<file path="src/rtl/fp_mult_iter.sv">
// Iterative IEEE-754 single-precision multiplier.
// The 24x24 significand product is built by one shift-add step per clock,
// then normalised and rounded (round-to-nearest-even) in a single cycle.
// Denormal inputs are treated as zero, and any NaN/Inf input gives the
// canonical quiet NaN. Zero results are always +0.
//
// state | meaning
// IDLE  | waiting for start; result holds the last product
// MUL   | 24 shift-add iterations over the significands
// NORM  | normalise, round, handle special cases
// DONE  | publish the packed result; done pulses on the following cycle
module fp_mult_iter (
  input  logic        clk,
  input  logic        reset,
  input  logic        start,
  input  logic [31:0] data_a,
  input  logic [31:0] data_b,
  output logic        busy,
  output logic        done,
  output logic [31:0] result
);

  typedef enum logic [1:0] {IDLE, MUL, NORM, DONE} state_t;

  state_t      state_q, state_d;
  logic [4:0]  cnt_q, cnt_d;
  logic [31:0] a_q, a_d, b_q, b_d;
  logic [47:0] mcand_q, mcand_d;
  logic [23:0] mplier_q, mplier_d;
  logic [47:0] prod_q, prod_d;
  logic [31:0] pend_q, pend_d;
  logic [31:0] result_q, result_d;
  logic        busy_q, busy_d;
  logic        done_q, done_d;

  logic signed [9:0] exp_s;
  logic [23:0]       mant;
  logic [24:0]       mant_r;
  logic              guard, sticky, round_up, sign;
  logic              a_special, b_special, a_zero, b_zero;
  logic [31:0]       packed_res;

  // Normalise, round and pack the finished product held in prod_q.
  always_comb begin
    sign      = a_q[31] ^ b_q[31];
    a_special = (a_q[30:23] == 8'hFF);
    b_special = (b_q[30:23] == 8'hFF);
    a_zero    = (a_q[30:23] == 8'h00);
    b_zero    = (b_q[30:23] == 8'h00);
    exp_s     = $signed({2'b00, a_q[30:23]}) + $signed({2'b00, b_q[30:23]}) - 10'sd127;
    if (prod_q[47]) begin
      mant   = prod_q[47:24];
      guard  = prod_q[23];
      sticky = |prod_q[22:0];
      exp_s  = exp_s + 10'sd1;
    end else begin
      mant   = prod_q[46:23];
      guard  = prod_q[22];
      sticky = |prod_q[21:0];
    end
    round_up = guard & (sticky | mant[0]);
    mant_r   = {1'b0, mant} + {24'd0, round_up};
    // Rounding carry-out means the significand became exactly 2.0.
    if (mant_r[24]) begin
      mant  = mant_r[24:1];
      exp_s = exp_s + 10'sd1;
    end else begin
      mant = mant_r[23:0];
    end
    if (a_special || b_special)  packed_res = 32'h7FC0_0000;
    else if (a_zero || b_zero)   packed_res = 32'h0000_0000;
    else if (exp_s >= 10'sd255)  packed_res = {sign, 8'hFF, 23'd0};
    else if (exp_s <= 10'sd0)    packed_res = 32'h0000_0000;
    else                         packed_res = {sign, exp_s[7:0], mant[22:0]};
  end

  // Next-state and datapath control for the four-state sequencer.
  always_comb begin
    state_d  = state_q;
    cnt_d    = cnt_q;
    a_d      = a_q;
    b_d      = b_q;
    mcand_d  = mcand_q;
    mplier_d = mplier_q;
    prod_d   = prod_q;
    pend_d   = pend_q;
    result_d = result_q;
    busy_d   = busy_q;
    done_d   = 1'b0;
    case (state_q)
      IDLE: begin
        if (start) begin
          a_d      = data_a;
          b_d      = data_b;
          mcand_d  = {24'd0, 1'b1, data_a[22:0]};
          mplier_d = {1'b1, data_b[22:0]};
          prod_d   = 48'd0;
          cnt_d    = 5'd0;
          busy_d   = 1'b1;
          state_d  = MUL;
        end
      end
      MUL: begin
        if (mplier_q[0]) prod_d = prod_q + mcand_q;
        mcand_d  = {mcand_q[46:0], 1'b0};
        mplier_d = {1'b0, mplier_q[23:1]};
        cnt_d    = cnt_q + 5'd1;
        if (cnt_q == 5'd23) state_d = NORM;
      end
      NORM: begin
        pend_d  = packed_res;
        state_d = DONE;
      end
      DONE: begin
        result_d = pend_q;
        done_d   = 1'b1;
        busy_d   = 1'b0;
        state_d  = IDLE;
      end
      default: state_d = IDLE;
    endcase
  end

  // State register with synchronous reset; reset aborts any operation.
  always_ff @(posedge clk) begin
    if (reset) begin
      state_q  <= IDLE;
      cnt_q    <= 5'd0;
      a_q      <= 32'd0;
      b_q      <= 32'd0;
      mcand_q  <= 48'd0;
      mplier_q <= 24'd0;
      prod_q   <= 48'd0;
      pend_q   <= 32'd0;
      result_q <= 32'd0;
      busy_q   <= 1'b0;
      done_q   <= 1'b0;
    end else begin
      state_q  <= state_d;
      cnt_q    <= cnt_d;
      a_q      <= a_d;
      b_q      <= b_d;
      mcand_q  <= mcand_d;
      mplier_q <= mplier_d;
      prod_q   <= prod_d;
      pend_q   <= pend_d;
      result_q <= result_d;
      busy_q   <= busy_d;
      done_q   <= done_d;
    end
  end

  assign busy   = busy_q;
  assign done   = done_q;
  assign result = result_q;

endmodule

</file>
<file path="config.mk">
export PLATFORM = sky130hd
export DESIGN_NAME = fp_mult_iter
export DESIGN_NICKNAME = d
export VERILOG_FILES = /design/src/rtl/fp_mult_iter.sv
export SDC_FILE = /design/constraint.sdc
export NUM_CORES = 1
export LEC_CHECK = 0
export ABC_AREA = 1
export BUFFER_PORTS_ARGS = -buffer_cell sky130_fd_sc_hd__buf_4
export CORE_MARGIN = 5
export CORE_UTILIZATION = 65
export DETAILED_ROUTE_END_ITERATION = 10
export PLACE_DENSITY = 0.86
export SKIP_LAST_GASP = 1
export SLEW_MARGIN = 10
export SYNTH_ARGS = -nofsm -noshare
export SYNTH_HDL_FRONTEND = slang
export SYNTH_SLANG_ARGS = --single-unit
</file>
<file path="constraint.sdc">
create_clock -name clk -period 6.9 [get_ports clk]
set_clock_uncertainty 0.05 [all_clocks]
set_input_delay 0.345 -clock clk [delete_from_list [all_inputs] [get_ports clk]]
set_output_delay 0.345 -clock clk [all_outputs]
set_load 0.05 [all_outputs]
</file>
==> results of run 1 <==
-- worst max-delay path by stage --
stage / end / cells past startpoint / slack [ps]
after global placement: pend_q[1] / 19 / 2890
after global routing: pend_q[20] / 22 / 2650
final: pend_q[20] / 20 / 2960
after floorplan: pend_q[26] / 18 / 3700
after CTS: pend_q[20] / 18 / 2660
after detailed placement: pend_q[20] / 18 / 2690
-- metrics by stage --
step	instances	utilization [%]	instance area, um^2	total power [mW]
6_report	2366	73.49	14780	4.838
5_1_grt	2366	73.49	14780	5.147
4_1_cts	2366	73.49	14770	4.827
3_5_place_dp	2326	69.55	13980	3.522
3_3_place_gp	2326	69.55	13980	3.457
2_1_floorplan	2028	-	13170	3.029
-- critical path, delay by kind of cell (launching register included) --
kind                     cells  cell delay, ps
AND/OR/NAND/NOR             14            1640
adder cells (fa/ha/maj)      3            1100
flip-flops                   1             410
AO/OA/AOI/OAI                1             410
buffers and inverters        2             160
-- placed cells by master, fill, tap and decap left out, drive strengths merged --
master	n
nand2	505
nor2	257
a21oi	223
dfxtp	211
inv	205
o21ai	201
buf	108
nand3	74
ha	70
a31oi	61
nand4	36
clkbuf	30
or2	16
xor2	14
nor4	14
o21a	9
nand3b	8
clkinv	8
nor3	7
xnor2	6
o21bai	5
and3	5
clkinvlp	3
bufinv	3
and2	2
nor3b	2
a21boi	2
o2111ai	2
a311oi	2
fa	2
or4	1
a211oi	1
a31o	1
o221ai	1
a21o	1
-- cell families (layout without fill, tap and decap cells) --
family | count (synthesis) | count (layout) | synth area share (%)
AO/OA/AOI/OAI | 509 | 509 | 20.72
XOR/XNOR | 20 | 20 | 1.330
adder cells (fa/ha/maj) | 72 | 72 | 6.954
buffers and inverters | 289 | 357 | 8.683
flip-flops | 211 | 211 | 32.07
AND/OR/NAND/NOR | 927 | 927 | 30.24
-- sequential cells by signal (all words and copies together) (netlist names), 2 cells and up --
name / count
cnt_q: 5
prod_q: 48
mplier_q: 24
pend_q: 32
a_q: 9
mcand_q: 48
result: 32
state_q: 2
b_q: 9
-- power groups by stage --
stage / logic (mW) / clock network (mW) / registers [mW]
after CTS: 1.92 / 1.30 / 1.60
after detailed placement: 1.89 / 0 / 1.63
after global placement: 1.84 / 0 / 1.62
after global routing: 2.16 / 1.36 / 1.63
final: 1.94 / 1.29 / 1.61
after floorplan: 1.31 / 0 / 1.72
-- routing by layer --
layer | vias up | routed length, um | global-route usage (%)
li1 | 6827 | - | -
met1 | 6314 | 15270 | 37.86
met5 | - | 0 | 0
met2 | 465 | 17410 | 52.62
met4 | 0 | 1178 | 9.760
met3 | 110 | 2134 | 3.863
-- layout make-up --
class	instances	area (um^2)	share of cell area (%)
multi-input combinational	1528	7825	52.96
inverter	209	784.5	5.310
clock inverter	10	140.1	0.9484
tap	270	337.8	2.286
timing repair buffer	108	810.8	5.487
clock buffer	30	651.9	4.412
sequential	211	4225	28.60
==> flow_summary.ini, run 1 <==
[outcome]
status = finished clean

[setup_path]
crit_type = flop to flop
reg2reg_to = pend_q[20]
crit_chain = ha_1 -> ha_1 -> fa_1 -> nand3_1 -> nor2_1 -> inv_1 -> nand2_1 -> nand2_1 -> nor2_1 -> inv_1 -> nand2_1 -> nand2_1 -> nand2_1 -> nand2_1 -> nor2_1 -> nand3b_4 -> a21oi_4 -> nor2_1 -> nor2_1 -> nor2_1
reg2reg_from = b_q[24]
worstPathRequired_ps = 7190
path_max_fanout = 18
r2r_setup_slack_ps = 2960
r2r_cells = 20
cp_slowest_cell = fa_1
slowest_delay_ps = 600
critPathLaunchType = flop
crit_start = b_q[24]
worst-endpoint-arrival_ps = 4230
end_kind = flop

[drt]
vias_per_cell = 5.797
dr.pass1.iters = 6
drcViolationCount = 0
vias = 13720
drt-total-wl_um = 35990
initialDrtViolationCount = 900
drt-wirelength-per-cell_um = 15.21
ant_nets = 0

[placed_design]
numPortBuffers = 100
gp_congestion = 0.9767
dpl.hpwl_um = 25680
pre_cts_slack_ps = 2691

[sta]
final.min_clock_period_ps = 3942
slew_violations = 0
worst_slack_ps = 2958
fin_hold_ws_ps = 46.18
rsz0062_at_grt = no
tightest_slew_ps = 1187
finalHoldViolations = 0
fmax_ghz = 0.2537
setup_viol = 0
fin_setup_tns_ps = 0
relSlewSlack_pct = 20.89
fin_crit_sh_pct = 57.12

[global_route]
grt_pass1_wl_um = 60150
grt_pass1_vias = 12870
grt_antenna_before_repair = 0
grt_max_degree = 110
overflow = 0
grt_usage_pct = 29.84

[power_and_ir_drop]
vdd_drop_max_uv = 273.1
powerDensity_nw_per_um2 = 327.4
leakage_nw = 6.678
p_comb_share_pct = 40.1
p_switching_mw = 2.037
switching_share_pct = 42.11
seqPwrFrac_pct = 33.2
p_int_mw = 2.801
p_clk_share_pct = 26.7

[clocking]
cts_tree = done
cts_resized = 0
clk_pin_slew_ps = 60
clockRootBuffer = clkbuf_16
hold_buffers = 0
post_cts_buffers = 0
clockBufferDepth = 3
numCtsBuffers = 23
clk_latency_ps = 510
cts_sinks = 211
htreeDepth = 1

[cells_and_area]
drive_gt1_share_pct = 10.31
syn2layout_area_growth_pct = 12.19
nFillCells = 1725
nets = 2220
insertedDiodeCount = 0

[yosys]
async_flop_share_pct = 0
synth.largest_area_cell = dfxtp_1
syn-instance-count = 2028
synth_nets = 2167
ys_seq_area_share_pct = 32.07
syn_avg_cell_area_um2 = 6.494
yosysWarnings = 0
synthTopCellsByArea = dfxtp_1 (32%), nand2_1 (14%), a21oi_1 (8.4%)
ys_seq_elements = 211
synth_edf_count = 0
synth_cell_type_count = 49
ys.flop_type = dfxtp_1
synth_top_cell_area_share_pct = 32.07
synthesis.area_um2 = 13170
synth_common_cells = nand2_1 (484), nor2_1 (246), a21oi_1 (222)
yosysMostFrequentCell = nand2_1

[die]
die_x_um = 152.3
ioPinCount = 101
die-area_um2 = 23210
rows = 52
core_area_um2 = 20100
start_util_pct = 65.51
fp.dieH_um = 152.3

[job]
drv_cap = 0

[hold_path]
min_delay_path_depth = 3
min_path_type = input pin to flop
hold_start = data_b[29]
hold_end = b_q[29]
No activity file was read; power rests on OpenSTA's default activity.
==> inputs of run 2 (changes only) <==
ABC_AREA = 0   (was 1)
CORE_UTILIZATION = 61   (was 65)
PLACE_DENSITY = 0.82   (was 0.86)
clock period = 4 ns   (was 6.9 ns; I/O delays follow)
==> flow_summary.ini, run 2 <==
[drt]
dr.pass1.iters = 8
vias = 11540
initialDrtViolationCount = 758
ant_nets = 0
drcViolationCount = 0
vias_per_cell = 6.044
drt-wirelength-per-cell_um = 16.91
drt-total-wl_um = 32310

[die]
rows = 52
die-area_um2 = 23080
core_area_um2 = 20040
die_x_um = 151.9
ioPinCount = 101
fp.dieH_um = 151.9
start_util_pct = 61.31

[placed_design]
place_area_um2 = 13410
dp_cells = 1814
pre_cts_slack_ps = -46.67
gp_congestion = 0.9264
numPortBuffers = 100
dpl.hpwl_um = 21600

[yosys]
synth-xor-area-share_pct = 5.438
syn_avg_cell_area_um2 = 8.263
yosys.area_share.simple_pct = 18.70
synth-compound-area-share_pct = 22.52
synth.mux.area_fraction_pct = 7.963
synth.largest_area_cell = dfxtp_1
syn-instance-count = 1487
synth_top_family_by_area = compound AO/OA/AOI/OAI gates
synth_top_cell_area_share_pct = 34.38
ys.flop_type = dfxtp_1
synth_cell_type_count = 75
ys_seq_area_share_pct = 34.38
synth_common_cells = dfxtp_1 (211), nor2_1 (207), nand2_1 (149)
ys_seq_elements = 211
synthesis.area_um2 = 12290
synth_nets = 1626
synthTopCellsByArea = dfxtp_1 (34%), mux2i_1 (7.4%), ha_1 (7.1%)
synth_edf_count = 0
yosysMostFrequentCell = dfxtp_1
yosysWarnings = 0
synthAdderAreaFrac_pct = 7.454
async_flop_share_pct = 0

[cells_and_area]
drive_gt1_share_pct = 14.58
finalNonFillerCells = 1910
design_area_um2 = 14850
multi_input_area_um2 = 7869
syn2layout_area_growth_pct = 20.88
post-route-util_pct = 74.11
nets = 1764
reg_top3 = mcand_q (48), prod_q (48)
regArea_um2 = 4228
nFillCells = 1433
final_common_cell = dfxtp_1
final_cell_mix = dfxtp_1 (208), nor2_1 (206), nand2_1 (148), buf_4 (138), mux2i_1 (90)

[setup_path]
crit_chain = ha_4 -> ha_4 -> fa_2 -> buf_6 -> and4_4 -> xnor3_2 -> nor4bb_4 -> o211ai_2 -> xor2_2 -> a2111oi_2 -> or2_4 -> or4_4 -> o31ai_2
end_kind = flop
worst-endpoint-arrival_ps = 4330
crit_type = flop to flop
critPathLaunchType = flop
cp_slowest_cell = fa_2
worstPathRequired_ps = 4370
critical_path.most_common_cell = ha_4
slowest_delay_ps = 600
path_max_fanout = 6

[global_route]
grt_usage_pct = 26.10
grt-busiest-layer = met2
grt_pass1_vias = 11060
grt_util_met3_pct = 3.498
grt_max_degree = 95
overflow = 0
grt_use_met1_pct = 33.67
grt_use_met2_pct = 45.87
grt_pass1_wl_um = 52900
grt_antenna_before_repair = 1

[clocking]
cts_tree = done
clk_latency_ps = 510
numCtsBuffers = 23
clockRootBuffer = clkbuf_16
clockBufferDepth = 3
clk_pin_slew_ps = 60
htreeDepth = 1
cts_sinks = 211

[power_and_ir_drop]
p_switching_mw = 2.755
seqPwrFrac_pct = 35.7
switching_share_pct = 36.86
p_int_mw = 4.718
p_clk_share_pct = 26.8
powerDensity_nw_per_um2 = 503.2
vdd_drop_max_uv = 451.6
power_mw = 7.473
p_comb_share_pct = 37.6
leakage_nw = 5.934

[sta]
fmax_ghz = 0.2526
fin_crit_sh_pct = 98.97
relSlewSlack_pct = 26.13
tightest_slew_ps = 1108
fin_setup_tns_ps = 0
worst_slack_ps = 41.09
slew_violations = 0
finalHoldViolations = 0
fin_hold_ws_ps = 8.089
final.min_clock_period_ps = 3959
setup_viol = 0

[outcome]
status = finished clean

[job]
drv_cap = 0

[hold_path]
min_path_type = input pin to flop
## run 2: cell count changes after synthesis, moves of 49 or more
cell,delta
inv_1,-165
mux2i_1,+91
o21ai_0,-117
a211oi_1,+66
nand2_1,-335
a31oi_1,-49
a21oi_1,-134
## run 2: layout make-up
cell class	count	share of cell area, %
diodes	1	0.01685
clock buffers	36	4.676
clock inverters	3	0.1011
inverters	34	0.8593
multi-input cells	1164	52.98
flip-flops and latches	211	28.47
well taps	270	2.275
repair buffers	191	10.62
## run 2: critical path, delay by kind of cell, from the launching register on
kind / cells / cell delay (ps)
simple gates: 4 / 1250
fa+ha+maj: 3 / 1000
compound gates: 3 / 560
xor+xnor: 2 / 520
flops: 1 / 390
buf+inv: 1 / 120
## run 2: per-layer routing
layer,wire (um),up-vias,share of wire (%)
li1,-,5662,-
met1,13900,5443,43
met2,15740,349,49
met3,1747,90,5.4
met4,911,0,2.8
met5,0,-,0
## run 2: power by group through the flow
stage	logic [mW]	registers (mW)	clock network [mW]
2_1_floorplan	1.92	2.64	0
3_3_place_gp	2.48	2.68	0
3_5_place_dp	2.55	2.70	0
5_1_grt	3.08	2.70	2.11
4_1_cts	2.61	2.66	2.03
6_report	2.81	2.67	2.00
## run 2: kinds of logic after synthesis
family                     count (synthesis)
muxes                                     97
DFF                                      211
and+or+nand+nor                          507
AOI/OAI and AO/OA                        414
xor gates and xnor gates                  73
adders and majority gates                 72
buffers and inverters                    113
## run 2: final timing paths
| check | startpoint | slack (ps) | end | cells past startpoint |
|---|---|---|---|---|
| hold / removal | data_a[3] | 8 | mcand_q[3] | 3 |
| setup / recovery | b_q[24] | 40 | pend_q[20] | 13 |
| setup reg to reg | b_q[24] | 40 | pend_q[20] | 13 |
| hold reg to reg | pend_q[0] | 410 | pend_q[0] | 2 |
## run 2: timing repair
action                     in CTS  in global routing
gates resized for setup         1                 35
hold buffers                   51                  0
setup endpoints to repair      26                 30
hold endpoints to repair       51                  0
buffers inserted                0                  4
cloned                          0                  1
pin swaps                       0                  9
==> inputs of run 3 (changes only) <==
RECOVER_POWER = 50   (was default)
==> flow_summary.ini, run 3 (synthesized netlist as in run 2, its figures left out) <==
[outcome]
status = finished, violations left
violations = max-capacitance violations, max-slew violations

[die]
ioPinCount = 101
die_x_um = 151.9
fp.dieH_um = 151.9
rows = 52
start_util_pct = 61.31
core_area_um2 = 20040
die-area_um2 = 23080

[setup_path]
reg2reg_from = b_q[24]
crit_start = b_q[24]
critPathLaunchType = flop
worst-endpoint-arrival_ps = 4320
r2r_setup_slack_ps = 50
path_max_fanout = 6
end_kind = flop
worstPathRequired_ps = 4370
reg2reg_to = pend_q[20]
r2r_cells = 13
crit_type = flop to flop
crit_path_end = pend_q[20]

[cells_and_area]
post-route-util_pct = 73.35
final_cell_mix = dfxtp_1 (208), nor2_1 (206), nand2_1 (148), buf_4 (102), mux2i_1 (90)
drive_gt1_share_pct = 12.20
nFillCells = 1467
finalNonFillerCells = 1910
reg_top3 = mcand_q (48), prod_q (48)
final_common_cell = dfxtp_1
syn2layout_area_growth_pct = 19.62
nets = 1764

[clocking]
cts_sinks = 211
htreeDepth = 1
clockRootBuffer = clkbuf_16
clk_latency_ps = 510
clk_pin_slew_ps = 60
numCtsBuffers = 23
cts_tree = done
clockBufferDepth = 3

[sta]
relSlewSlack_pct = -32.12
finalHoldViolations = 0
setup_viol = 0
final.min_clock_period_ps = 3952
fin_crit_sh_pct = 98.81
tightest_slew_ps = 1982
slew_violations = 146
fmax_ghz = 0.2530

[drt]
ant_nets = 0
drt-wirelength-per-cell_um = 16.97
drt-total-wl_um = 32400
vias_per_cell = 6.029
dr.pass1.iters = 5
wl_met2_um = 15790
initialDrtViolationCount = 786
drcViolationCount = 0
m1WireLength_um = 14000
highest_layer = met4
met3WireLength_um = 1752
vias = 11520

[placed_design]
dp_cells = 1814
gp_congestion = 0.9264
dpl.hpwl_um = 21600
numPortBuffers = 100

[power_and_ir_drop]
switching_share_pct = 36.75
p_switching_mw = 2.743
power_mw = 7.464
vdd_drop_max_uv = 451.0
leakage_nw = 5.783
p_int_mw = 4.721
seqPwrFrac_pct = 35.7
p_comb_share_pct = 37.5
p_clk_share_pct = 26.7
powerDensity_nw_per_um2 = 507.8

[global_route]
grt_pass1_vias = 11060
grt_max_degree = 95
grt_pass1_wl_um = 52900
grt_usage_pct = 26.10
grt_antenna_before_repair = 1
overflow = 0

[job]
drv_cap = 3

[hold_path]
min_path_type = input pin to flop
## run 3: changes by cell type in the layout (fill, tap and decap cells not counted)
cell | before | now
buf_4 | 138 | 102
clkbuf_1 | 6 | 41
and2_0 | 2 | 4
and2_1 | 13 | 11
ha_1 | 65 | 67
ha_2 | 2 | 0
o21ai_0 | 62 | 64
clkbuf_2 | 0 | 1
o21ai_2 | 2 | 1
o21ai_4 | 1 | 0
## run 3: through the flow
| stage | setup slack (ps) | hold WS, ps | TNS (ps) | instance area [um^2] |
|---|---|---|---|---|
| after floorplan | -144.7 | 286.0 | -1074 | 12380 |
| after global placement | 147.8 | 387.0 | 0 | 13410 |
| after detailed placement | -46.67 | 396.5 | -262.8 | 13410 |
| after CTS | 7.219 | 0.6833 | 0 | 14630 |
| after global routing | -73.59 | 8.331 | -162.9 | 14700 |
| final | 47.75 | 10.57 | 0 | 14700 |
## run 3: power by group through the flow
stage               clock (mW)  sequential [mW]  combinational [mW]
finish                    2.00             2.67                2.80
global route              2.11             2.70                3.07
CTS                       2.03             2.66                2.61
detailed placement           0             2.70                2.55
global placement             0             2.68                2.48
floorplan                    0             2.64                1.92
## run 3: final cells by class
class                      count  area (um^2)  area share (%)
antenna                        1        2.502         0.01703
clock buffer                  36        694.4           4.725
clock inverter                 3        15.01          0.1022
inverter                      34        127.6          0.8683
multi-input combinational   1164         7849           53.40
sequential                   211         4228           28.76
tap                          270        337.8           2.298
timing repair buffer         191         1444           9.824
## run 3: critical path: stages (launching register included)
cell	delay, ps
dfxtp_2	390
ha_4	230
ha_4	170
fa_2	600
buf_6	120
and4_4	240
xnor3_2	280
nor4bb_4	170
o211ai_2	240
xor2_2	230
a2111oi_2	80
or2_4	270
or4_4	570
o31ai_2	230
## run 3: how the worst min path moves through the flow
stage | start | slack [ps] | cells past startpoint | endpoint
after floorplan | data_a[31] | 290 | 2 | a_q[31]
after global placement | pend_q[1] | 390 | 2 | pend_q[1]
after detailed placement | pend_q[14] | 400 | 2 | pend_q[14]
after CTS | data_b[4] | 0.7 | 3 | mplier_q[4]
after global routing | data_b[4] | 8 | 3 | mplier_q[4]
final | data_a[3] | 10 | 3 | mcand_q[3]
## run 3: layer usage
metal	up-vias	GRT usage, %
li1	5664	-
met1	5438	33.67
met2	331	45.87
met3	83	3.498
met4	0	7.406
met5	-	0
## run 3: what timing repair did
| item | in CTS | in global routing |
|---|---|---|
| hold buffers | 51 | 0 |
| pin swaps | 0 | 9 |
| resized for setup | 1 | 35 |
| setup endpoints to repair | 26 | 30 |
| cloned | 0 | 1 |
| endpoints found under the hold margin | 51 | 0 |
| setup buffers | 0 | 4 |
